$ cat config.mk
export PLATFORM = sky130hd
export DESIGN_NAME = div_rem_seq
export DESIGN_NICKNAME = d
export VERILOG_FILES = /design/src/rtl/div_rem_seq_pkg.sv /design/src/rtl/div_rem_seq_step.sv /design/src/rtl/div_rem_seq.sv
export SDC_FILE = /design/constraint.sdc
export NUM_CORES = 1
export LEC_CHECK = 0
export CELL_PAD_IN_SITES_DETAIL_PLACEMENT = 2
export CELL_PAD_IN_SITES_GLOBAL_PLACEMENT = 2
export CORE_ASPECT_RATIO = 1.2
export CORE_MARGIN = 2
export CORE_UTILIZATION = 30
export DETAILED_ROUTE_END_ITERATION = 6
export PLACE_DENSITY = 0.78
export SYNTH_ARGS = -nofsm -noshare
export SYNTH_HDL_FRONTEND = slang
export SYNTH_SLANG_ARGS = --single-unit
$ cat constraint.sdc
create_clock -name clk -period 2.2 [get_ports clk]
set_input_delay 0.22 -clock clk [delete_from_list [all_inputs] [get_ports clk]]
set_output_delay 0.22 -clock clk [all_outputs]
set_load 0.02 [all_outputs]
$ cat src/rtl/div_rem_seq_pkg.sv
// Shared parameters and types for the multiply-add / divide datapath.
package Verilog_parameter;

  localparam int S = 8;

  typedef enum logic [1:0] {
    IDLE = 2'd0,
    RUN  = 2'd1,
    DONE = 2'd2
  } div_state_t;

  localparam int CNT_W = $clog2(2*S) + 1;

endpackage

$ cat src/rtl/div_rem_seq_step.sv
// One restoring-division step: shift in a dividend bit, conditionally subtract.
// Purely combinational; no backpressure.
module div_step #(
  parameter int S = Verilog_parameter::S
) (
  input  logic [S:0]   rem_in,
  input  logic         bit_in,
  input  logic [S-1:0] divisor,
  output logic [S:0]   rem_out,
  output logic         q_bit
);

  logic [S:0] shifted;

  // A set top bit would be shifted out, but it already guarantees shifted >= divisor.
  assign shifted = {rem_in[S-1:0], bit_in};
  assign q_bit   = rem_in[S] | (shifted >= {1'b0, divisor});
  assign rem_out = q_bit ? (shifted - {1'b0, divisor}) : shifted;

endmodule

$ cat src/rtl/div_rem_seq.sv
// Sequential restoring divider recovering B and C from A*B+C; 2S cycles per divide,
// one quotient bit per clock. start is accepted only in IDLE and is otherwise dropped.
module div_rem_seq #(
  parameter int S = Verilog_parameter::S
) (
  input  logic           clk,
  input  logic           reset,
  input  logic           start,
  input  logic [2*S-1:0] DIVIDEND,
  input  logic [S-1:0]   DIVISOR,
  output logic           busy,
  output logic           done,
  output logic [2*S-1:0] QUOT,
  output logic [S-1:0]   REM,
  output logic           div_zero
);
  import Verilog_parameter::*;

  localparam int CW = $clog2(2*S) + 1;
  localparam logic [CW-1:0] LAST = CW'(2*S - 1);

  div_state_t     state;
  logic [2*S-1:0] dvd_q;
  logic [S-1:0]   dvs_q;
  logic [S:0]     prem;
  logic [S:0]     prem_nxt;
  logic           q_bit;
  logic [CW-1:0]  cnt;

  // Dividend bits leave at the MSB while quotient bits enter at the LSB of the same register.
  div_step #(.S(S)) u_step (
    .rem_in  (prem),
    .bit_in  (dvd_q[2*S-1]),
    .divisor (dvs_q),
    .rem_out (prem_nxt),
    .q_bit   (q_bit)
  );

  always_ff @(posedge clk or negedge reset) begin
    if (!reset) begin
      state    <= IDLE;
      dvd_q    <= '0;
      dvs_q    <= '0;
      prem     <= '0;
      cnt      <= '0;
      busy     <= 1'b0;
      done     <= 1'b0;
      QUOT     <= '0;
      REM      <= '0;
      div_zero <= 1'b0;
    end else begin
      case (state)
        IDLE: begin
          done <= 1'b0;
          if (start) begin
            dvd_q <= DIVIDEND;
            dvs_q <= DIVISOR;
            prem  <= '0;
            cnt   <= '0;
            if (DIVISOR == '0) begin
              state    <= DONE;
              done     <= 1'b1;
              QUOT     <= '1;
              REM      <= '0;
              div_zero <= 1'b1;
            end else begin
              state <= RUN;
              busy  <= 1'b1;
            end
          end
        end
        RUN: begin
          dvd_q <= {dvd_q[2*S-2:0], q_bit};
          prem  <= prem_nxt;
          cnt   <= cnt + 1'b1;
          if (cnt == LAST) begin
            state    <= DONE;
            busy     <= 1'b0;
            done     <= 1'b1;
            QUOT     <= {dvd_q[2*S-2:0], q_bit};
            REM      <= prem_nxt[S-1:0];
            div_zero <= 1'b0;
          end
        end
        DONE: begin
          done  <= 1'b0;
          busy  <= 1'b0;
          state <= IDLE;
        end
        default: begin
          state <= IDLE;
          busy  <= 1'b0;
          done  <= 1'b0;
        end
      endcase
    end
  end

endmodule
# --- Word level (Yosys, flattened, before mapping) ---
# Cells that the tools add are included.
totals:
  output_inout_bits: 27
  reg_bits: 67
  input_bits: 27
op_classes:
  reduce_logical: 8
  n_bitwise: 1
  n_eq_ne: 6
  muxes: 30
  n_lt_le_gt_ge: 1
  addsub: 2
op_table:
  columns: ["op", "n"]
  rows:
  - ["16-bit two-way mux", 4]
  - ["16-bit case mux with 2 select lines", 2]
  - ["8-bit two-way mux", 3]
  - ["9-bit two-way mux", 2]
  - ["9-bit case mux with 2 select lines", 1]
  - ["8-bit case mux with 2 select lines", 1]
  - ["5-bit case mux with 2 select lines", 1]
  - ["9-bit by 8-bit >= comparator with 1-bit output", 1]
  - ["9-bit by 8-bit subtractor with 9-bit output", 1]
  - ["8-bit zero test", 1]
  - ["1-bit two-way mux", 8]
  - ["2-bit != test (second input constant)", 4]
  - ["2-bit two-way mux", 3]
  - ["1-bit case mux with 2 select lines", 3]
  - ["2-bit AND reduction", 3]
  - ["5-bit by 1-bit adder with 5-bit output (second input constant)", 1]
  - ["5-bit by 4-bit equality test with 1-bit output (second input constant)", 1]
  - ["5-bit two-way mux", 1]
  - ["2-bit case mux with 2 select lines", 1]
  - ["4-bit AND reduction", 1]
  - ["3-bit AND reduction", 1]
  - ["2-bit by 1-bit equality test with 1-bit output (second input constant)", 1]
  - ["2-bit zero test", 1]
  - ["2-bit nonzero test", 1]
  - ["1-bit bitwise OR", 1]

# --- Depth between registers and ports, before layout ---
depth:
  depth_word: 5
  depth_mapped: 9
  mapped_depth_nobuf: 8

# --- Cells and area by module ---
# From an unflattened synthesis, not the netlist that was laid out.
unflattened:
  cells_unflattened: 381
  area_unflattened_um2: 3682.3
by_module_without_submodules:
  columns: ["module", "area_per_inst_um2", "n_inst", "seq_area_each_um2", "cells_each"]
  rows:
  - ["div_rem_seq", 3154.3, 1, 1676.6, 306]
  - ["div_step", 528.0, 1, 0.0, 75]

# --- Worst setup path after synthesis ---
# No wires, ideal clock.
synth_timing:
  path_type: "reg2reg"
  startpoint: "register prem[4]"
  endpoint: "register REM[2]"
  required_time_ns: 2.074
  arrival_ns: 2.177
  setup_time_ns: 0.126
  path_stages_with_launch: 9
  slack_ns: -0.103
  period_less_slack_ns: 2.303
  cell_sequence: "dfrtp_1 > ha_1 > and4_1 > a2111o_1 > buf_6 > or2_1 > buf_6 > buf_6 > a221o_1"
synth_between:
  elab_chain_cells: 5
synth_lines:
  columns: ["item", "line", "text"]
  rows:
  - ["start, declared", "div_rem_seq.sv:25", "logic [S:0] prem;"]
  - ["start signal, assigned", "div_rem_seq.sv:74", "prem <= prem_nxt;"]
  - ["9-bit by 8-bit >= comparator with 1-bit output", "div_rem_seq_step.sv:17", "assign q_bit = rem_in[S] | (shifted >= {1'b0, divisor});"]
  - ["1-bit bitwise OR", "div_rem_seq_step.sv:17", null]
  - ["9-bit two-way mux", "div_rem_seq_step.sv:18", "assign rem_out = q_bit ? (shifted - {1'b0, divisor}) : shifted;"]
  - ["8-bit two-way mux", "div_rem_seq.sv:76", "if (cnt == LAST) begin"]
  - ["8-bit case mux with 2 select lines", "div_rem_seq.sv:52", "case (state)"]
  - ["end signal, assigned", "div_rem_seq.sv:81", "REM <= prem_nxt[S-1:0];"]
  - ["end, declared", "div_rem_seq.sv:14", "output logic [S-1:0] REM,"]
# No other way between the ends. The select of a mux whose other input is x is not followed.
# A chain may end at the register's enable or synchronous reset.

# --- Worst setup path after layout ---
layout_timing:
  startpoint: "register dvd_q[15]"
  endpoint: "register prem[8]"
layout_between:
  elab_chain_cells: 4
layout_lines:
  columns: ["item", "line", "text"]
  rows:
  - ["start, declared", "div_rem_seq.sv:23", "logic [2*S-1:0] dvd_q;"]
  - ["start signal, assigned", "div_rem_seq.sv:73", "dvd_q <= {dvd_q[2*S-2:0], q_bit};"]
  - ["9-bit by 8-bit >= comparator with 1-bit output", "div_rem_seq_step.sv:17", null]
  - ["1-bit bitwise OR", "div_rem_seq_step.sv:17", null]
  - ["9-bit two-way mux (*)", "div_rem_seq_step.sv:18", null]
  - ["9-bit case mux with 2 select lines (*)", "div_rem_seq.sv:52", null]
# Every way passes the cells marked *; elsewhere a longest branch is shown, timed or not.

==> implementation parameters <==
Parameter                              Value

Routing
  Antenna violation net count after detailed routing    0
  Total DRC errors in the routed layout    0
  Mean number of vias per cell    5.27
  Detailed Route WL    11.1 mm
  Number of detailed-route iterations in the first pass    4
  Number of DRC markers after the initial detailed-route iteration    105
  Via total after detailed routing    3054
  Detailed-route wire length per cell    19.2 um

Outcome
  Violations in the final reports    setup timing
  Result of the run    finished, violations left

Synthesis
  Synthesis warning total    0
  Average cell area after synthesis    9.37 sq um
  Count of distinct cell types in the synthesized netlist    43
  Number of instances in the synthesized netlist    between 300 and 400
  Syn_nets    400
  Ys flop type    sky130_fd_sc_hd__dfrtp_1
  Fraction of synthesis flops using an asynchronous set or reset pin    100%
  Sequential share of the synthesized area    49.4%
  Number of flops mapped to enable cells by yosys    0
  Area of the mapped netlist    3390 sq um
  FF+latch count, synth    67

Power
  Sw power    3740 uW
  PD cells    about 1800 nW/um^2
  P_int    4920 uW
  Portion of total power attributed to the clock network    15.8%
  Switching share of power    43.2%
  Leak Pwr    0.00214 uW
  Worst IR drop on VDD    about 0.53 mV
  Sequential cell fraction of total power    roughly a quarter
  Logic pwr share    57.7%

Global route
  Wire length of the first global-routing pass    17.3 mm
  Overall overflow remaining after global route    0
  Via count of the first global-routing pass    3356
  Antenna violations before repair    0
  Maximum number of pins on one net before global-route repair    53
  Total track usage    18.2%

Placed design
  Post-detailed-placement half-perimeter wirelength    7.51 mm
  Placed Instance Area    about 4300 sq um
  Worst-case setup slack after placement    -0.00375 ns
  Final estimated routing congestion in global placement    around 0.84
  Number of buffers inserted by port buffering    53

Clock network
  Clock tree from TritonCTS    done
  Clock Tree Buf Depth    2
  Later-pin clock latency in the skew report    0.34 ns
  Total clock buffers created by CTS    9
  Number of levels the H-tree was split into    3
  Worst-path clk slew    approximately 0.06 ns
  Clk root buf    sky130_fd_sc_hd__clkbuf_16
  Total clock sinks    67

Die
  Die Ht    between 100 and 150 um
  I/O pin count    54
  Starting utilization of the core area    30.7%
  Die area    12200 sq um
  Die boundary width    101 um
  Area of the core    11000 sq um
  Number of rows created at floorplan    between 40 and 50

Layout
  Ratio of cells with drive above 1 in the final layout    about a fifth
  Layout Area Growth over Synthesis    39.9%
  Leading cell type in the layout, fill and taps excluded    sky130_fd_sc_hd__dfrtp_1
  Ant. Diodes    0
  Net count, final    481
  Commonest cells after routing, fill and taps aside    67 x sky130_fd_sc_hd__dfrtp_1, 56 x sky130_fd_sc_hd__nand2_1, 52 x sky130_fd_sc_hd__clkdlybuf4s50_1
  Final non-filler cell area    around 4700 sq um

STA
  Setup violation total in the final timing report    7
  Fin crit share    103%
  Tightest Pin Transition    0.497 ns
  Hold Slack    0.349 ns
  Worst Clk Skew    between 0.004 and 0.005 ns
  Final setup TNS    -0.209 ns
  Worst-case setup margin in the final layout    -0.0643 ns
  Setup repair after global routing missed its margin    true
  Minimum clock period after layout    approximately 2.3 ns
  Number of pins with negative max-slew slack in the final report    0
  Max Freq    442 MHz
  Worst relative slew slack    66.4%
  Hold Violations, Final    0

Worst setup path
  Crit Reg-Reg Startpoint    dvd_q[15]
  Crit path max-delay family    compound AO/OA/AOI/OAI gates
  Crit Path Max Fanout    3
  Cell with the biggest individual delay on the critical path    sky130_fd_sc_hd__a2111o_1
  Type of element launching the critical path    register
  Setup crit end kind    register
  Arr. time, crit path    around 2.5 ns
  Worst Path Buf+Inv    2
  Setup CP Type    register to register
  Slowest Stage Delay on Critical Path    0.47 ns
  Critical path required time    between 2 and 2.5 ns
  Worst Setup SP    dvd_q[15]
  Critical path cell sequence    inv_2, ha_4, and4_1, a2111o_1, or2_4, buf_4, a32o_2

Flow run
  Max-cap violation count    0

Worst hold path
  Min-Delay Path Class    input port to async pin
[cell type report]
cell class	count	area (sq um)
clock buffers	10	239
clock inverters	6	40.0
fillers	1186	6290
inverters	31	116
multi-input cells	242	1660
flip-flops and latches	67	1680
well taps	132	165
repair buffers	92	853
[flip-flops by register name, summed over array words and instances, names as in the netlist]
| signal | flops |
|---|---|
| QUOT | 16 |
| dvd_q | 16 |
| prem | 9 |
| REM | 8 |
| dvs_q | 8 |
| cnt | 5 |
| state | 2 |
| busy | 1 |
| div_zero | 1 |
| done | 1 |
[cells in the mapped netlist, drive strengths merged, types with 2 or more instances]
master   number  area (sq um)
dfrtp        67          1680
nand2        56           210
o21ai        34           170
inv          31           116
a21oi        24           120
mux2i        17           170
nor3         17          85.1
clkbuf       15          56.3
nor2         15          56.3
o211ai       12          90.1
ha           10           125
buf           7          52.5
o311ai        5          43.8
xor2          5          43.8
nand2b        4          25.0
nand3         4          20.0
a31oi         3          18.8
a211oi        2          15.0
a21o          2          15.0
a221o         2          20.0
a221oi        2          17.5
and4          2          17.5
mux2          2          22.5
nor2b         2          12.5
nor4          2          12.5
o2111ai       2          17.5
o21bai        2          15.0
o221ai        2          17.5
or3           2          12.5
[worst register-to-register path, cell delays in order (launching register included)]
cell	delay (ns)
sky130_fd_sc_hd__dfrtp_1	0.39
sky130_fd_sc_hd__inv_2	0.12
sky130_fd_sc_hd__ha_4	0.22
sky130_fd_sc_hd__and4_1	0.23
sky130_fd_sc_hd__a2111o_1	0.47
sky130_fd_sc_hd__or2_4	0.29
sky130_fd_sc_hd__buf_4	0.15
sky130_fd_sc_hd__a32o_2	0.28
[path summary, 6_finish.rpt]
check / end / slack, ns / depth (start not counted)
max: prem[8] / -0.06 / 7
max reg2reg: prem[8] / -0.06 / 7
min reg2reg: REM[4] / 0.50 / 2
min in group clk: dvs_q[5] / 0.47 / 3
max in group asynchronous: REM[7] / 1.23 / 3
min: QUOT[11] / 0.35 / 2
[power groups by stage]
stage | clock network, uW | logic, uW | registers, uW
global placement | 0 | 4290 | 2260
CTS | 1400 | 4640 | 2290
detailed placement | 0 | 4490 | 2300
floorplan | 0 | 2510 | 2460
finish | 1370 | 5000 | 2300
global route | 1460 | 5430 | 2380
[per-stage QoR]
stage | std cells | util, % | power [uW]
CTS | 578 | 42.2 | 8320
finish | 580 | 43.0 | 8670
global route | 580 | 43.0 | 9270
floorplan | 362 | - | 4970
detailed placement | 561 | 39.4 | 6790
global placement | 561 | 39.4 | 6540
[per-layer routing]
| layer | vias to the layer above | share of wire [%] | GRT usage, % | wire length, um |
|---|---|---|---|---|
| met5 | - | 0 | 0 | 0 |
| met4 | 0 | 2.5 | 6.25 | 273 |
| met3 | 18 | 2.9 | 3.12 | 320 |
| met2 | 61 | 51 | 30.1 | 5730 |
| met1 | 1546 | 43 | 23.8 | 4800 |
| li1 | 1429 | - | - | - |
[cell families after synthesis]
family,after synthesis,share of synthesized area [%]
AO/OA/AOI/OAI,98,18.1
AND/OR/NAND/NOR,109,14.6
XOR/XNOR,5,1.29
multiplexers,19,5.68
adder cells (fa/ha/maj),11,4.28
flip-flops,67,49.4
buffers and inverters,53,6.64
[timing repair]
| item | in CTS | in global routing |
|---|---|---|
| pin swaps | 0 | 4 |
| endpoints found under the setup margin | 7 | 23 |
| setup buffers | 0 | 2 |
| cloned | 0 | 0 |
| hold endpoints to repair | 15 | 0 |
| resized for setup | 6 | 19 |
| hold buffers | 1 | 0 |
Note: power is estimated with default switching activity, not from simulation.
